`src/rtl/gpio_arb_pkg.sv`:
```
// gpio_arb_pkg
//   Shared definitions for the GPIO bus arbiter:
//   - arb_state_e      : sequencing FSM states
//   - GPIO_DATA_W      : width of the shared GPIO output register
//   - DEFAULT_NUM_REQ  : default requester count
//   - wrap_add()       : modular add for small index arithmetic that must stay
//                        correct when the modulus is not a power of two
package gpio_arb_pkg;

    localparam int GPIO_DATA_W     = 32;
    localparam int DEFAULT_NUM_REQ = 2;

    typedef enum logic [1:0] {
        ST_IDLE    = 2'd0,
        ST_ISSUE   = 2'd1,
        ST_CAPTURE = 2'd2,
        ST_RESP    = 2'd3
    } arb_state_e;

    // (base + off) mod n, valid for base < n and off < n.
    function automatic int unsigned wrap_add(input int unsigned base,
                                             input int unsigned off,
                                             input int unsigned n);
        int unsigned s;
        s = base + off;
        if (s >= n) begin
            s = s - n;
        end
        return s;
    endfunction

endpackage

```
`src/rtl/rr_arbiter.sv`:
```
// rr_arbiter
//   Purely combinational round-robin pick: grants the first asserted request
//   at or after rr_ptr, searching circularly.
//   Ports:
//     req        in   NUM_REQ  request vector
//     rr_ptr     in   IDX_W    highest-priority index for this pick
//     grant      out  NUM_REQ  one-hot grant (all zero when no request)
//     grant_idx  out  IDX_W    index of the granted request
//     any_grant  out  1        at least one request asserted
module rr_arbiter
    import gpio_arb_pkg::*;
#(
    parameter  int NUM_REQ = DEFAULT_NUM_REQ,
    localparam int IDX_W   = $clog2(NUM_REQ)
) (
    input  logic [NUM_REQ-1:0] req,
    input  logic [IDX_W-1:0]   rr_ptr,
    output logic [NUM_REQ-1:0] grant,
    output logic [IDX_W-1:0]   grant_idx,
    output logic               any_grant
);

    logic [IDX_W-1:0] cand;

    always_comb begin
        grant     = '0;
        grant_idx = '0;
        any_grant = 1'b0;
        cand      = '0;
        for (int i = 0; i < NUM_REQ; i++) begin
            cand = IDX_W'(wrap_add(32'(rr_ptr), 32'(i), 32'(NUM_REQ)));
            if (!any_grant && req[cand]) begin
                grant[cand] = 1'b1;
                grant_idx   = cand;
                any_grant   = 1'b1;
            end
        end
    end

endmodule

```
`src/rtl/gpio_bus_arbiter.sv`:
```
// gpio_bus_arbiter
//   Shares one GPIO output register between NUM_REQ requesters. One request
//   is accepted at a time (round-robin), the FSM strobes the register's we/re
//   pins and returns a single-cycle response to the winner.
//   Ports:
//     clk, reset             clock; synchronous active-high reset
//     req_valid/write/wdata  per-requester request (wdata slice i*DATA_W)
//     req_ready              one-hot accept, only in IDLE
//     rsp_valid, rsp_rdata   one-cycle completion pulse and read data
//     gpio_we/re/wdata       strobes and data to the GPIO register
//     gpio_rdata             registered GPIO read data (cycle after gpio_re)
//     busy                   high outside IDLE
//
//   state   | meaning
//   --------+-----------------------------------------------------------
//   IDLE    | waiting for a request; req_ready follows the arbiter
//   ISSUE   | gpio_we (write) or gpio_re (read) strobed for one cycle
//   CAPTURE | read only: gpio_rdata latched at the closing edge
//   RESP    | rsp_valid to the winner; rr_ptr advances past the winner
module gpio_bus_arbiter
    import gpio_arb_pkg::*;
#(
    parameter  int NUM_REQ = DEFAULT_NUM_REQ,
    parameter  int DATA_W  = GPIO_DATA_W,
    localparam int IDX_W   = $clog2(NUM_REQ)
) (
    input  logic                      clk,
    input  logic                      reset,
    input  logic [NUM_REQ-1:0]        req_valid,
    input  logic [NUM_REQ-1:0]        req_write,
    input  logic [NUM_REQ*DATA_W-1:0] req_wdata,
    output logic [NUM_REQ-1:0]        req_ready,
    output logic [NUM_REQ-1:0]        rsp_valid,
    output logic [DATA_W-1:0]         rsp_rdata,
    output logic                      gpio_we,
    output logic                      gpio_re,
    output logic [DATA_W-1:0]         gpio_wdata,
    input  logic [DATA_W-1:0]         gpio_rdata,
    output logic                      busy
);

    arb_state_e          state_q,      state_d;
    logic [IDX_W-1:0]    rr_ptr_q,     rr_ptr_d;
    logic [IDX_W-1:0]    win_idx_q,    win_idx_d;
    logic                win_write_q,  win_write_d;
    logic                gpio_we_q,    gpio_we_d;
    logic                gpio_re_q,    gpio_re_d;
    logic [DATA_W-1:0]   gpio_wdata_q, gpio_wdata_d;
    logic [NUM_REQ-1:0]  rsp_valid_q,  rsp_valid_d;
    logic [DATA_W-1:0]   rsp_rdata_q,  rsp_rdata_d;

    logic [NUM_REQ-1:0]  grant;
    logic [IDX_W-1:0]    grant_idx;
    logic                any_grant;
    logic [DATA_W-1:0]   sel_wdata;
    logic                sel_write;
    logic [NUM_REQ-1:0]  win_onehot;

    rr_arbiter #(
        .NUM_REQ (NUM_REQ)
    ) u_rr_arbiter (
        .req       (req_valid),
        .rr_ptr    (rr_ptr_q),
        .grant     (grant),
        .grant_idx (grant_idx),
        .any_grant (any_grant)
    );

    // Grant is one-hot, so an AND-OR mux picks the winner's data and type.
    always_comb begin
        sel_wdata  = '0;
        sel_write  = |(grant & req_write);
        win_onehot = '0;
        for (int i = 0; i < NUM_REQ; i++) begin
            if (grant[i]) begin
                sel_wdata = sel_wdata | req_wdata[i*DATA_W +: DATA_W];
            end
            win_onehot[i] = (win_idx_q == IDX_W'(i));
        end
    end

    always_comb begin
        state_d      = state_q;
        rr_ptr_d     = rr_ptr_q;
        win_idx_d    = win_idx_q;
        win_write_d  = win_write_q;
        gpio_we_d    = 1'b0;
        gpio_re_d    = 1'b0;
        gpio_wdata_d = '0;
        rsp_valid_d  = '0;
        rsp_rdata_d  = rsp_rdata_q;
        case (state_q)
            ST_IDLE: begin
                rsp_rdata_d = '0;
                if (any_grant) begin
                    win_idx_d   = grant_idx;
                    win_write_d = sel_write;
                    state_d     = ST_ISSUE;
                    if (sel_write) begin
                        gpio_we_d    = 1'b1;
                        gpio_wdata_d = sel_wdata;
                    end else begin
                        gpio_re_d = 1'b1;
                    end
                end
            end
            ST_ISSUE: begin
                if (win_write_q) begin
                    state_d     = ST_RESP;
                    rsp_valid_d = win_onehot;
                    rsp_rdata_d = '0;
                end else begin
                    state_d = ST_CAPTURE;
                end
            end
            ST_CAPTURE: begin
                rsp_rdata_d = gpio_rdata;
                rsp_valid_d = win_onehot;
                state_d     = ST_RESP;
            end
            ST_RESP: begin
                // Explicit wrap keeps the pointer legal for non-power-of-2 NUM_REQ.
                rr_ptr_d    = IDX_W'(wrap_add(32'(win_idx_q), 32'd1, 32'(NUM_REQ)));
                rsp_rdata_d = '0;
                state_d     = ST_IDLE;
            end
            default: begin
                state_d = ST_IDLE;
            end
        endcase
    end

    always_ff @(posedge clk) begin
        if (reset) begin
            state_q      <= ST_IDLE;
            rr_ptr_q     <= '0;
            win_idx_q    <= '0;
            win_write_q  <= 1'b0;
            gpio_we_q    <= 1'b0;
            gpio_re_q    <= 1'b0;
            gpio_wdata_q <= '0;
            rsp_valid_q  <= '0;
            rsp_rdata_q  <= '0;
        end else begin
            state_q      <= state_d;
            rr_ptr_q     <= rr_ptr_d;
            win_idx_q    <= win_idx_d;
            win_write_q  <= win_write_d;
            gpio_we_q    <= gpio_we_d;
            gpio_re_q    <= gpio_re_d;
            gpio_wdata_q <= gpio_wdata_d;
            rsp_valid_q  <= rsp_valid_d;
            rsp_rdata_q  <= rsp_rdata_d;
        end
    end

    assign req_ready  = (state_q == ST_IDLE) ? grant : '0;
    assign busy       = (state_q != ST_IDLE);
    assign gpio_we    = gpio_we_q;
    assign gpio_re    = gpio_re_q;
    assign gpio_wdata = gpio_wdata_q;
    assign rsp_valid  = rsp_valid_q;
    assign rsp_rdata  = rsp_rdata_q;

endmodule

```
`config.mk`:
```
export PLATFORM = sky130hd
export DESIGN_NAME = gpio_bus_arbiter
export DESIGN_NICKNAME = d
export VERILOG_FILES = /design/src/rtl/gpio_arb_pkg.sv /design/src/rtl/rr_arbiter.sv /design/src/rtl/gpio_bus_arbiter.sv
export SDC_FILE = /design/constraint.sdc
export NUM_CORES = 1
export LEC_CHECK = 0
export ABC_AREA = 1
export CORE_MARGIN = 2
export CORE_UTILIZATION = 25
export CTS_CLUSTER_DIAMETER = 100
export DETAILED_ROUTE_END_ITERATION = 10
export PLACE_DENSITY = 0.61
export SKIP_LAST_GASP = 1
export SYNTH_ARGS = -nofsm -noshare
export SYNTH_HDL_FRONTEND = slang
export SYNTH_SLANG_ARGS = --single-unit
export TNS_END_PERCENT = 10
```
`constraint.sdc`:
```
create_clock -name clk -period 1.58 [get_ports clk]
set_clock_uncertainty 0.05 [all_clocks]
set_input_delay 0.395 -clock clk [delete_from_list [all_inputs] [get_ports clk]]
set_output_delay 0.395 -clock clk [all_outputs]
set_load 0.05 [all_outputs]
```
==> impl_results.md <==
- Status: finished, violations left
- Violated checks: setup timing
- Synthesis Warnings: 0
- Final setup fails: 3
- Fin. Hold Viols: 0
- Clock latency on the worst-skew pair: about 0.32 ns
- Tot GR Track Use: between 10% and 20%
- Gate power share: approximately 52%
- Number of global-route vias before repair: approximately 3100
- Clock power share: around 22%
- Setup total negative slack: -0.3792 ns
- Register clock-pin slew on the reported worst setup and hold paths: approximately 0.060 ns
- CP Max Fanout: 4
- Register area: roughly 1500 sq um
- H-tree levels: 3
- Initial DRT Pass Iterations: 4
- Maximum buffer depth of the clock tree: 2
- Initial antenna violation count: 1
- Area leader, netlist: dfxtp_1
- Setup crit end: busy
- Critical Path AT: 1.27 ns
- Syn_nets: between 400 and 500
- Syn Area/Cell: ~8.3 sq um
- Pwr dens: roughly 1600 nW/um^2
- # Max-Cap Violations: 0
- Die area: around 14000 sq um
- Req. time, crit path: roughly 1.1 ns
- IO Count: 173
- Largest net degree at the start of global routing: 36
- Post-synth EDFFs: 0
- First DRT Iteration DRCs: roughly 100
- Area of the multi-input gates: around 1500 sq um
- Proportion of synthesized flip-flops having asynchronous set or reset: 0%
- DP Area: slightly below 6000 sq um
- Final WS setup: -0.1393 ns
- Layout cells sized above 1: between 20 and 30%
- Grt ovf: 0
- TritonCTS clock tree: done
- Net Sw Frac: between 30% and 40%
- Final Cycle Share: 108.8%
- Worst hold path type: reg -> reg
- TritonCTS Buffers: 9
- Final HPWL DP: 7693 microns
- Kind of critical path: reg -> out
- RSZ-0062 raised after global routing: true
- R2r startpoint: state_q[1]$_SDFFE_PP0P_
- Sequential share of power: about a quarter
- Final Max Slew Viols: 0
- Hold_buf cts: 0
- Syn Std Cell Area: around 3200 sq um
- Fmax: 581.6 MHz
- Routed len/inst: between 10 and 15 microns
- Slew HR: between 70 and 80%
- Root Buffer Master: clkbuf_16
- Nature of the critical path startpoint: register
- Commonest cells in the netlist: nand2_1 (81), dfxtp_1 (73), a21oi_1 (37), nand3_1 (37), nor2_1 (37)
- Seq/Total Area, Yosys: a little under half
- Rows: 41
- Period minus WS final: about 1.7 ns
- Path depth of the worst reg2reg path: 9
- Total internal power: between 6 and 7 mW
- Die Ht: approximately 120 microns
- Layout fillers: 1172
- Die X: 116.9 microns
- Setup crit start: state_q[1]$_SDFFE_PP0P_
- Final Instance Area: between 6000 and 7000 sq um
- Leak: 2.552 nW
- Initial Util: approximately a quarter
- Top-count cell post-synth: nand2_1
- RePlAce Congestion: 0.7592
- Syn Inst Count: 385
- Layout Nets: around 680
- VDD IR-drop max: about 0.00086 V
- FF-to-FF End: rsp_rdata[12]$_SDFFE_PP0P_
- Largest cells by area after synthesis: dfxtp_1 (46%), nor3b_2 (11%), nand2_1 (9.5%), a21oi_1 (5.8%), nand3_1 (5.8%)
- Core footprint: 12520 sq um
- Number of vias per cell: around 4.4
- Number of buffers added on ports: 172
- Post-synth top area share: a little under half
- Drt drc: 0
- Psw: approximately 3.9 mW
- Synth cell types: 24
- Routed vias: around 3300
- Seq cells post-synth: between 70 and 80
- Post-synth top flop: dfxtp_1
- Critical Path Sink Type: primary output
- Routed WL: approximately 10000 microns
- First-pass GRT wire length: ~15000 microns
- Internal reg-to-reg setup slack: roughly 0.040 ns
- Worst Tran Pin Value: ~0.33 ns
- Area grow syn2layout: 100.1%
- CTS sink count: between 70 and 80
- Post-route ant nets: 0
[per-stage QoR]
stage / hold slack (ns) / setup WS (ns) / utilization (%) / power (mW) / std cells
floorplan: 0.3920 / -0.07830 / - / 5.221 / 385
global placement: 0.4310 / -0.3323 / 47.37 / 7.626 / 722
detailed placement: 0.4461 / -0.3509 / 47.37 / 7.714 / 722
CTS: 0.4626 / -0.2007 / 50.63 / 10.14 / 746
global route: 0.4925 / -0.2156 / 50.90 / 10.65 / 748
finish: 0.4518 / -0.1393 / 50.90 / 10.09 / 748
[sequential cells by signal, summed over array words and instances, names as in the netlist]
name         cells
gpio_re          1
gpio_wdata      32
gpio_we          1
rr_ptr_q         1
rsp_rdata       32
rsp_valid        2
state_q          2
win_idx_q        1
win_write_q      1
[critical path, cell delays in order, from the launching register on]
cell and delay [ns]:
dfxtp_4 0.35, inv_4 0.06, ha_4 0.16, clkinvlp_4 0.11, buf_6 0.13, buf_12 0.13
[layout by cell type (no fill, tap or decap), types with 2 or more instances in the layout]
cell and n:
buf_12 77, nand2_2 4, dlygate4sd2_1 2, nand2_1 79
nand2_4 2, clkinv_2 2, nor3b_1 3, inv_1 4
ha_1 4, clkinvlp_4 3, clkbuf_8 2, inv_4 2
nor2_4 2, nand3_1 37, nor3b_2 29, clkbuf_16 9
bufinv_16 2, o21ai_2 2, nor2_1 36, buf_4 22
buf_6 2, o21ai_0 31, a21oi_1 37, clkdlybuf4s50_1 99
inv_2 3, dfxtp_4 2, dfxtp_1 70
[routing by layer]
layer,GRT usage (%),vias to the layer above,routed length [microns]
met3,7.775,7,1115
met2,25.28,129,4924
met1,15.68,1505,4105
met5,0,-,0
met4,3.137,0,88
li1,-,1644,-
[power by group through the flow]
stage                     clock, mW  sequential [mW]  combinational (mW)
after floorplan                   0             3.60                1.62
after global placement            0             2.63                4.99
after detailed placement          0             2.66                5.06
after CTS                      2.30             2.62                5.22
after global routing           2.38             2.67                5.60
final                          2.22             2.62                5.25
[cells by family after synthesis]
group | Yosys count | share of synthesized area, %
compound gates | 71 | 11.51
fa+ha+maj | 5 | 1.965
buf+inv | 40 | 6.719
flops | 73 | 45.89
simple gates | 196 | 33.91
[worst min-delay path by stage]
| stage | startpoint | to | depth (start not counted) |
|---|---|---|---|
| after floorplan | win_idx_q$_SDFFE_PP0P_ | rsp_valid[0]$_SDFF_PP0_ | 1 |
| after global placement | win_idx_q$_SDFFE_PP0P_ | rr_ptr_q$_SDFFE_PP0N_ | 1 |
| after detailed placement | win_idx_q$_SDFFE_PP0P_ | rsp_valid[0]$_SDFF_PP0_ | 1 |
| after CTS | win_idx_q$_SDFFE_PP0P_ | rsp_valid[0]$_SDFF_PP0_ | 1 |
| after global routing | win_idx_q$_SDFFE_PP0P_ | rr_ptr_q$_SDFFE_PP0N_ | 1 |
| final | win_idx_q$_SDFFE_PP0P_ | rr_ptr_q$_SDFFE_PP0N_ | 1 |
[layout make-up]
class / count / area share (%)
multi-input cells: 272 / 24.27
inverters: 11 / 0.8445
well taps: 172 / 3.378
clock inverters: 5 / 1.218
repair buffers: 203 / 43.21
clock buffers: 11 / 3.967
diodes: 1 / 0.03928
flip-flops and latches: 73 / 23.08
[repair_timing]
item                       4_1_cts  5_1_grt
resized for setup               11        8
pin swaps                        4        2
setup endpoints to repair        8       35
setup buffers                    8        1
Note: power is estimated with default switching activity, not from simulation.
